<file path="src/rtl/mem_bist_pkg.sv">
// rtl/mem_bist_pkg.sv - shared types for the memory BIST
package mem_bist_pkg;

  typedef logic Bit_t;

  typedef enum logic [2:0] {IDLE, ISSUE, WAIT, NEXT, DONE} state_e;

  typedef enum logic {MODE_MARCH = 1'b0, MODE_ADDR = 1'b1} mode_e;

  typedef enum logic [2:0] {EL_M0, EL_M1, EL_M2, EL_M3, EL_A0, EL_A1} elem_e;

  function automatic elem_e next_elem(elem_e e);
    case (e)
      EL_M0:   next_elem = EL_M1;
      EL_M1:   next_elem = EL_M2;
      EL_M2:   next_elem = EL_M3;
      EL_A0:   next_elem = EL_A1;
      default: next_elem = e;
    endcase
  endfunction

endpackage

</file>
<file path="src/rtl/mem_bist_if.sv">
// rtl/mem_bist_if.sv - request/ack memory port driven by the BIST
interface mem_bist_if #(
  parameter int ADDR_W = 20,
  parameter int DATA_W = 32
);
  logic              mem_req;
  logic              mem_we;
  logic [ADDR_W-1:0] mem_addr;
  logic [DATA_W-1:0] mem_wdata;
  logic              mem_ack;
  logic [DATA_W-1:0] mem_rdata;

  modport master (
    output mem_req, mem_we, mem_addr, mem_wdata,
    input  mem_ack, mem_rdata
  );

  modport slave (
    input  mem_req, mem_we, mem_addr, mem_wdata,
    output mem_ack, mem_rdata
  );
endinterface

</file>
<file path="src/rtl/mem_bist_seq.sv">
// rtl/mem_bist_seq.sv - element/op/address walker for March C- and address-as-data
module mem_bist_seq
  import mem_bist_pkg::*;
#(
  parameter int ADDR_W = 20,
  parameter int DATA_W = 32
) (
  input  Bit_t              clk,
  input  Bit_t              rst,
  input  Bit_t              init,
  input  Bit_t              step,
  input  Bit_t              mode,
  output Bit_t              we,
  output logic [ADDR_W-1:0] addr,
  output logic [DATA_W-1:0] data,
  output Bit_t              last
);

  localparam logic [ADDR_W-1:0] ADDR_MAX = '1;

  elem_e             elem_q, elem_d;
  Bit_t              op_q, op_d;
  logic [ADDR_W-1:0] addr_q, addr_d;

  Bit_t  down, last_op, addr_end, final_elem;
  elem_e elem_nx;

  always_comb begin
    down       = (elem_q == EL_M2);
    last_op    = !((elem_q == EL_M1) || (elem_q == EL_M2)) || op_q;
    addr_end   = down ? (addr_q == '0) : (addr_q == ADDR_MAX);
    final_elem = (elem_q == EL_M3) || (elem_q == EL_A1);
    last       = last_op && addr_end && final_elem;
    elem_nx    = next_elem(elem_q);

    we   = 1'b0;
    data = '0;
    case (elem_q)
      EL_M0: we = 1'b1;
      EL_M1: begin we = op_q; data = op_q ? '1 : '0; end
      EL_M2: begin we = op_q; data = op_q ? '0 : '1; end
      EL_A0: begin we = 1'b1; data = DATA_W'(addr_q); end
      EL_A1: data = DATA_W'(addr_q);
      default: ;
    endcase
  end

  always_comb begin
    elem_d = elem_q;
    op_d   = op_q;
    addr_d = addr_q;
    if (init) begin
      elem_d = (mode_e'(mode) == MODE_ADDR) ? EL_A0 : EL_M0;
      op_d   = 1'b0;
      addr_d = '0;
    end else if (step) begin
      if (!last_op) begin
        op_d = 1'b1;
      end else begin
        op_d = 1'b0;
        if (!addr_end) begin
          addr_d = down ? addr_q - ADDR_W'(1) : addr_q + ADDR_W'(1);
        end else begin
          // Element boundary: reload the start address for the new direction.
          elem_d = elem_nx;
          addr_d = (elem_nx == EL_M2) ? ADDR_MAX : '0;
        end
      end
    end
  end

  always_ff @(posedge clk or posedge rst) begin
    if (rst) begin
      elem_q <= EL_M0;
      op_q   <= 1'b0;
      addr_q <= '0;
    end else begin
      elem_q <= elem_d;
      op_q   <= op_d;
      addr_q <= addr_d;
    end
  end

  assign addr = addr_q;

endmodule

</file>
<file path="src/rtl/mem_bist.sv">
// rtl/mem_bist.sv - memory BIST: handshake FSM, read compare and error logging
module mem_bist
  import mem_bist_pkg::*;
#(
  parameter int ADDR_W = 20,
  parameter int DATA_W = 32,
  parameter int ERR_W  = 16
) (
  input  Bit_t              clk,
  input  Bit_t              rst,
  input  Bit_t              start,
  input  Bit_t              mode,
  mem_bist_if.master        mem,
  output Bit_t              busy,
  output Bit_t              done,
  output Bit_t              pass,
  output logic [ERR_W-1:0]  err_count,
  output logic [ADDR_W-1:0] fail_addr,
  output logic [DATA_W-1:0] fail_data
);

  state_e            state_q, state_d;
  logic [ERR_W-1:0]  err_q, err_d;
  logic [ADDR_W-1:0] fail_addr_q, fail_addr_d;
  logic [DATA_W-1:0] fail_data_q, fail_data_d;

  Bit_t              seq_init, seq_step, seq_we, seq_last, clr, mismatch, req;
  logic [ADDR_W-1:0] seq_addr;
  logic [DATA_W-1:0] seq_data;

  mem_bist_seq #(.ADDR_W(ADDR_W), .DATA_W(DATA_W)) u_seq (
    .clk  (clk),
    .rst  (rst),
    .init (seq_init),
    .step (seq_step),
    .mode (mode),
    .we   (seq_we),
    .addr (seq_addr),
    .data (seq_data),
    .last (seq_last)
  );

  always_comb begin
    state_d  = state_q;
    seq_init = 1'b0;
    seq_step = 1'b0;
    clr      = 1'b0;
    case (state_q)
      IDLE, DONE: if (start) begin
        state_d  = ISSUE;
        seq_init = 1'b1;
        clr      = 1'b1;
      end
      ISSUE: state_d = WAIT;
      WAIT:  if (mem.mem_ack) state_d = NEXT;
      NEXT: begin
        if (seq_last) begin
          state_d = DONE;
        end else begin
          seq_step = 1'b1;
          state_d  = ISSUE;
        end
      end
      default: state_d = IDLE;
    endcase
  end

  // Only a read acked in WAIT is compared; stray acks elsewhere fall through.
  assign mismatch = (state_q == WAIT) && mem.mem_ack && !seq_we && (mem.mem_rdata != seq_data);

  always_comb begin
    err_d       = err_q;
    fail_addr_d = fail_addr_q;
    fail_data_d = fail_data_q;
    if (clr) begin
      err_d       = '0;
      fail_addr_d = '0;
      fail_data_d = '0;
    end else if (mismatch) begin
      if (err_q == '0) begin
        fail_addr_d = seq_addr;
        fail_data_d = mem.mem_rdata;
      end
      if (err_q != '1) err_d = err_q + ERR_W'(1);
    end
  end

  always_ff @(posedge clk or posedge rst) begin
    if (rst) begin
      state_q     <= IDLE;
      err_q       <= '0;
      fail_addr_q <= '0;
      fail_data_q <= '0;
    end else begin
      state_q     <= state_d;
      err_q       <= err_d;
      fail_addr_q <= fail_addr_d;
      fail_data_q <= fail_data_d;
    end
  end

  assign req           = (state_q == ISSUE) || (state_q == WAIT);
  assign mem.mem_req   = req;
  assign mem.mem_we    = req && seq_we;
  assign mem.mem_addr  = req ? seq_addr : '0;
  assign mem.mem_wdata = (req && seq_we) ? seq_data : '0;

  assign busy      = req || (state_q == NEXT);
  assign done      = (state_q == DONE);
  assign pass      = done && (err_q == '0);
  assign err_count = err_q;
  assign fail_addr = fail_addr_q;
  assign fail_data = fail_data_q;

endmodule

</file>
<file path="src/flat_wrapper.sv">
// flat-port wrapper written by rule: the top's interface ports become plain ports
module mem_bist_flat import mem_bist_pkg::*;
#(
  parameter int ADDR_W = 20,
  parameter int DATA_W = 32,
  parameter int ERR_W  = 16
)
  (clk, rst, start, mode, busy, done, pass, err_count, fail_addr, fail_data, mem_mem_req, mem_mem_we, mem_mem_addr, mem_mem_wdata, mem_mem_ack, mem_mem_rdata);
  mem_bist_if #(.ADDR_W(ADDR_W), .DATA_W(DATA_W)) mem_i ();
  input  Bit_t clk;
  input  Bit_t rst;
  input  Bit_t start;
  input  Bit_t mode;
  output Bit_t busy;
  output Bit_t done;
  output Bit_t pass;
  output logic [ERR_W-1:0] err_count;
  output logic [ADDR_W-1:0] fail_addr;
  output logic [DATA_W-1:0] fail_data;
  output wire logic [$bits(mem_i.mem_req)-1:0] mem_mem_req;
  output wire logic [$bits(mem_i.mem_we)-1:0] mem_mem_we;
  output wire logic [$bits(mem_i.mem_addr)-1:0] mem_mem_addr;
  output wire logic [$bits(mem_i.mem_wdata)-1:0] mem_mem_wdata;
  input wire logic [$bits(mem_i.mem_ack)-1:0] mem_mem_ack;
  input wire logic [$bits(mem_i.mem_rdata)-1:0] mem_mem_rdata;
  assign mem_mem_req = mem_i.mem_req;
  assign mem_mem_we = mem_i.mem_we;
  assign mem_mem_addr = mem_i.mem_addr;
  assign mem_mem_wdata = mem_i.mem_wdata;
  assign mem_i.mem_ack = mem_mem_ack;
  assign mem_i.mem_rdata = mem_mem_rdata;
  mem_bist #(.ADDR_W(ADDR_W), .DATA_W(DATA_W), .ERR_W(ERR_W)) u_core (.clk(clk), .rst(rst), .start(start), .mode(mode), .mem(mem_i), .busy(busy), .done(done), .pass(pass), .err_count(err_count), .fail_addr(fail_addr), .fail_data(fail_data));
endmodule
</file>
<file path="config.mk">
export PLATFORM = sky130hd
export DESIGN_NAME = mem_bist_flat
export DESIGN_NICKNAME = d
export VERILOG_FILES = /design/src/rtl/mem_bist_pkg.sv /design/src/rtl/mem_bist_if.sv /design/src/rtl/mem_bist_seq.sv /design/src/rtl/mem_bist.sv /design/src/flat_wrapper.sv
export SDC_FILE = /design/constraint.sdc
export NUM_CORES = 1
export LEC_CHECK = 0
export ABC_AREA = 1
export BUFFER_PORTS_ARGS = -buffer_cell sky130_fd_sc_hd__buf_2
export CAP_MARGIN = 20
export CORE_MARGIN = 2
export CORE_UTILIZATION = 60
export CTS_BUF_LIST = sky130_fd_sc_hd__clkbuf_8
export CTS_CLUSTER_DIAMETER = 100
export DETAILED_ROUTE_END_ITERATION = 12
export PLACE_DENSITY_LB_ADDON = 0.2
export SETUP_SLACK_MARGIN = 0.02
export SLEW_MARGIN = 20
export SYNTH_ARGS = -nofsm -noshare
export SYNTH_HDL_FRONTEND = slang
export SYNTH_SLANG_ARGS = --single-unit
</file>
<file path="constraint.sdc">
create_clock -name clk -period 4.95 [get_ports clk]
set_input_delay 0.2475 -clock clk [delete_from_list [all_inputs] [get_ports clk]]
set_output_delay 0.2475 -clock clk [all_outputs]
set_load 0.02 [all_outputs]
</file>
==> impl_results.rst <==
.. list-table::
   :header-rows: 1

   * - Metric
     - Value
   * - Areal power density over the cells
     - 491 mW/mm2
   * - Number of enable flip-flop cells after synthesis
     - 0
   * - Post-CTS setup buffer count
     - 0
   * - Shortest period the worst path allows
     - 3.33 ns
   * - Type of the worst setup path
     - register to output pin
   * - Routability Congestion
     - 0.954
   * - Worst supply voltage drop on vdd
     - 378 uV
   * - Warnings from Yosys
     - 0
   * - Final count of negative-setup-slack endpoints
     - 0
   * - Number of endpoints with negative hold slack in the final report
     - 0
   * - Overall power of the completed layout
     - 3.71 mW
   * - CTS Buf Count
     - 9
   * - Combinational cell fraction of total power
     - 0.550
   * - Top routing layer used
     - met4
   * - DR vias
     - 6995
   * - Number of top-level pins
     - 162
   * - Leak pwr
     - 4.32 nW
   * - Cell variety after synth
     - 40
   * - Type of origin of the critical path
     - register
   * - Average wire per cell in the routed design
     - 15.7 um
   * - Sum of met2 wire segment lengths after detailed routing
     - 9.49 mm
   * - Cell Area, Placed
     - 0.00734 mm2
   * - Cell area after layout
     - 0.00756 mm2
   * - Detailed Route WL
     - 19.3 mm
   * - Part of the cycle the worst path needs
     - 0.673
   * - Most used flip-flop cell after synthesis
     - sky130_fd_sc_hd__dfrtp_1
   * - Sum of overflow across all layers after global routing
     - 0
   * - Worst-skew pair later-pin latency
     - 0.38 ns
   * - Setup skew after layout
     - 0.0162 ns
   * - First-pass GRT wire length
     - 30.1 mm
   * - Antenna violation net count after detailed routing
     - 0
   * - Iteration-0 DRC Markers
     - 585
   * - RSZ-0062 raised after global routing
     - no
   * - Proportion of layout cells with a drive suffix above 1
     - 0.205
   * - Syn nets
     - 1010
   * - Vias per cell
     - 5.71
   * - Cell chosen for the clock root
     - sky130_fd_sc_hd__clkbuf_8
   * - Switching component of the power
     - 1.98 mW
   * - WHS
     - 0.116 ns
   * - Async SR Flop Fraction
     - 1.00
   * - Least-Margin Pin Slew
     - 1.01 ns
   * - Final total negative setup slack
     - 0 ns
   * - Share of total power in the clock network
     - 0.148
   * - Remaining DRCs
     - 0
   * - CTS H-Tree Depth
     - 3
   * - Wire length the detailed router placed on met1
     - 8.10 mm
   * - P&R area growth vs syn
     - 13.3%
   * - Post-synth top area cell
     - sky130_fd_sc_hd__dfrtp_1
   * - Fmax
     - 300 MHz
   * - Clock tree from TritonCTS
     - done
   * - Die ar.
     - 0.0120 mm2
   * - CTS clock-pin slew for the worst setup and hold paths
     - 0.09 ns
   * - Post-detailed-placement half-perimeter wirelength
     - 13.6 mm
   * - Area share of the largest cell type after synthesis
     - 0.356
   * - Leading post-synthesis cells by cell area
     - sky130_fd_sc_hd__dfrtp_1, sky130_fd_sc_hd__nand2_1, sky130_fd_sc_hd__nand3_1
   * - Switching fraction of total power
     - 0.533
   * - Int Power
     - 1.73 mW
   * - Tightest slew margin relative to the limit
     - 0.327
   * - Chip Height
     - 109 um
   * - Vias in the first global route
     - 6257
   * - Synthesized netlist cell count
     - 952
   * - PostCTS Resize Cnt
     - 0
   * - Outcome
     - complete, no violations
   * - Count of TritonRoute iterations in the first routing pass
     - 6
   * - Crit-path max FO
     - 22
   * - Horizontal die dimension
     - 109 um
   * - Sequential cell fraction of total power
     - 0.302
   * - Mean instance size in the synthesized netlist
     - 7.01 um2
   * - Register area share after synthesis
     - 0.356
   * - Critical path capture point type
     - output pin
   * - Initial Utilization
     - 0.615
   * - Hold/Removal Path Class
     - input port to register
   * - PortBufs
     - 161
   * - Summed instance area of the synthesized netlist
     - 0.00667 mm2
   * - Antenna diode count
     - 0
   * - Total GRT Usage
     - 0.320
   * - Worst Path Required
     - 4.70 ns
   * - Buffer levels on the longest clock path
     - 2
   * - CORE AREA
     - 0.0108 mm2
   * - Signal arrival time at the worst endpoint
     - 3.09 ns
   * - Clock Sinks
     - 95
   * - Number of antenna violations at the first check in global routing
     - 0
   * - Flip-flop and latch count after synthesis
     - 95
   * - Max Cap Violations
     - 0
   * - Pin count of the biggest net entering global routing
     - 73
   * - Number of pins exceeding their max-slew limit in the final report
     - 0
   * - Number of nets in the layout
     - 1137
   * - Length of routed met3 wiring
     - 1.19 mm
   * - Total number of placement rows
     - 38
logic make-up after synthesis:
group / Yosys count / synth area share
simple gates: 577 / 0.400
flops: 95 / 0.356
compound gates: 114 / 0.0908
buf+inv: 135 / 0.0988
fa+ha+maj: 21 / 0.0405
xor+xnor: 10 / 0.0131
sequential cells by signal, indices dropped and copies added (netlist names):
signal / flops
u_core.err_count: 16
u_core.fail_addr: 20
u_core.fail_data: 32
u_core.state_q: 3
u_core.u_seq.addr: 20
u_core.u_seq.elem_q: 3
u_core.u_seq.op_q: 1
final timing paths:
check | from | endpoint | slack (ns) | depth (start not counted)
min reg2reg | u_core.fail_data[26] | u_core.fail_data[26] | 0.50 | 2
max | u_core.state_q[0] | mem_mem_wdata[23] | 1.62 | 7
max reg2reg | u_core.u_seq.elem_q[0] | u_core.u_seq.addr[15] | 1.73 | 14
min | mode | u_core.u_seq.elem_q[2] | 0.12 | 3
max in group asynchronous | rst | u_core.u_seq.addr[1] | 3.25 | 4
min in group asynchronous | rst | u_core.err_count[7] | 0.50 | 3
layer usage:
metal  track usage  vias to the layer above
li1              -                     3403
met3        0.0267                       41
met4         0.135                        0
met1         0.428                     3279
met2         0.534                      272
met5             0                        -
metrics by stage:
| step | util | instances | worst slack (ns) |
|---|---|---|---|
| 2_1_floorplan | - | 952 | 2.23 |
| 3_3_place_gp | 0.677 | 1207 | 1.73 |
| 3_5_place_dp | 0.677 | 1207 | 1.70 |
| 4_1_cts | 0.697 | 1224 | 1.63 |
| 5_1_grt | 0.697 | 1224 | 1.32 |
| 6_report | 0.697 | 1224 | 1.62 |
critical path, cell delays in order, from the launching register on:
cell and delay, ns:
sky130_fd_sc_hd__dfrtp_1 0.41, sky130_fd_sc_hd__nor2_1 0.08, sky130_fd_sc_hd__nor2_1 0.21, sky130_fd_sc_hd__nand2_1 0.50
sky130_fd_sc_hd__inv_1 0.22, sky130_fd_sc_hd__nand2_1 0.46, sky130_fd_sc_hd__nor2_1 0.57, sky130_fd_sc_hd__buf_2 0.26
power by group through the flow:
| stage | Clock, mW | Sequential (mW) | Combinational [mW] |
|---|---|---|---|
| global route | 0.585 | 1.13 | 2.25 |
| global placement | 0 | 1.12 | 1.99 |
| CTS | 0.547 | 1.11 | 2.02 |
| detailed placement | 0 | 1.12 | 2.01 |
| finish | 0.551 | 1.12 | 2.04 |
| floorplan | 0 | 1.12 | 1.48 |
layout make-up:
cell class / instances / area [um2]
well taps: 140 / 175
clock buffers: 10 / 138
multi-input cells: 722 / 3640
repair buffers: 166 / 846
clock inverters: 6 / 67.6
fillers: 977 / 3280
flip-flops and latches: 95 / 2380
inverters: 85 / 320
layout by cell type (no fill, tap or decap), types with 6 or more instances in the layout:
cell                       netlist  layout
sky130_fd_sc_hd__nand2_1       269     269
sky130_fd_sc_hd__clkbuf_8        0      10
sky130_fd_sc_hd__nor2_1         88      87
sky130_fd_sc_hd__nand3_1       148     148
sky130_fd_sc_hd__nor3_1          8       8
sky130_fd_sc_hd__xor2_1          6       6
sky130_fd_sc_hd__o21ai_0        42      42
sky130_fd_sc_hd__ha_1           20      20
sky130_fd_sc_hd__inv_1          79      78
sky130_fd_sc_hd__nand4_1        14      14
sky130_fd_sc_hd__dfrtp_1        95      95
sky130_fd_sc_hd__a21oi_1        56      56
sky130_fd_sc_hd__nand3_2        22      22
sky130_fd_sc_hd__buf_2           5     161
sky130_fd_sc_hd__inv_2           6       6
sky130_fd_sc_hd__nor4_1          9       9
synth_stat cells, types with 9 or more instances:
cell type                  number
sky130_fd_sc_hd__nand2_1      269
sky130_fd_sc_hd__nand3_1      148
sky130_fd_sc_hd__dfrtp_1       95
sky130_fd_sc_hd__nor2_1        88
sky130_fd_sc_hd__inv_1         79
sky130_fd_sc_hd__a21oi_1       56
sky130_fd_sc_hd__o21ai_0       42
sky130_fd_sc_hd__nand3_2       22
sky130_fd_sc_hd__ha_1          20
sky130_fd_sc_hd__clkbuf_1      15
sky130_fd_sc_hd__nand4_1       14
sky130_fd_sc_hd__buf_4         13
sky130_fd_sc_hd__buf_6         10
sky130_fd_sc_hd__nor4_1         9
repair_timing:
item | in CTS | in global routing
setup endpoints to repair | 0 | 0
endpoints found under the hold margin | 41 | 0
hold buffers | 1 | 0
Power figures use the tool's default switching activity.
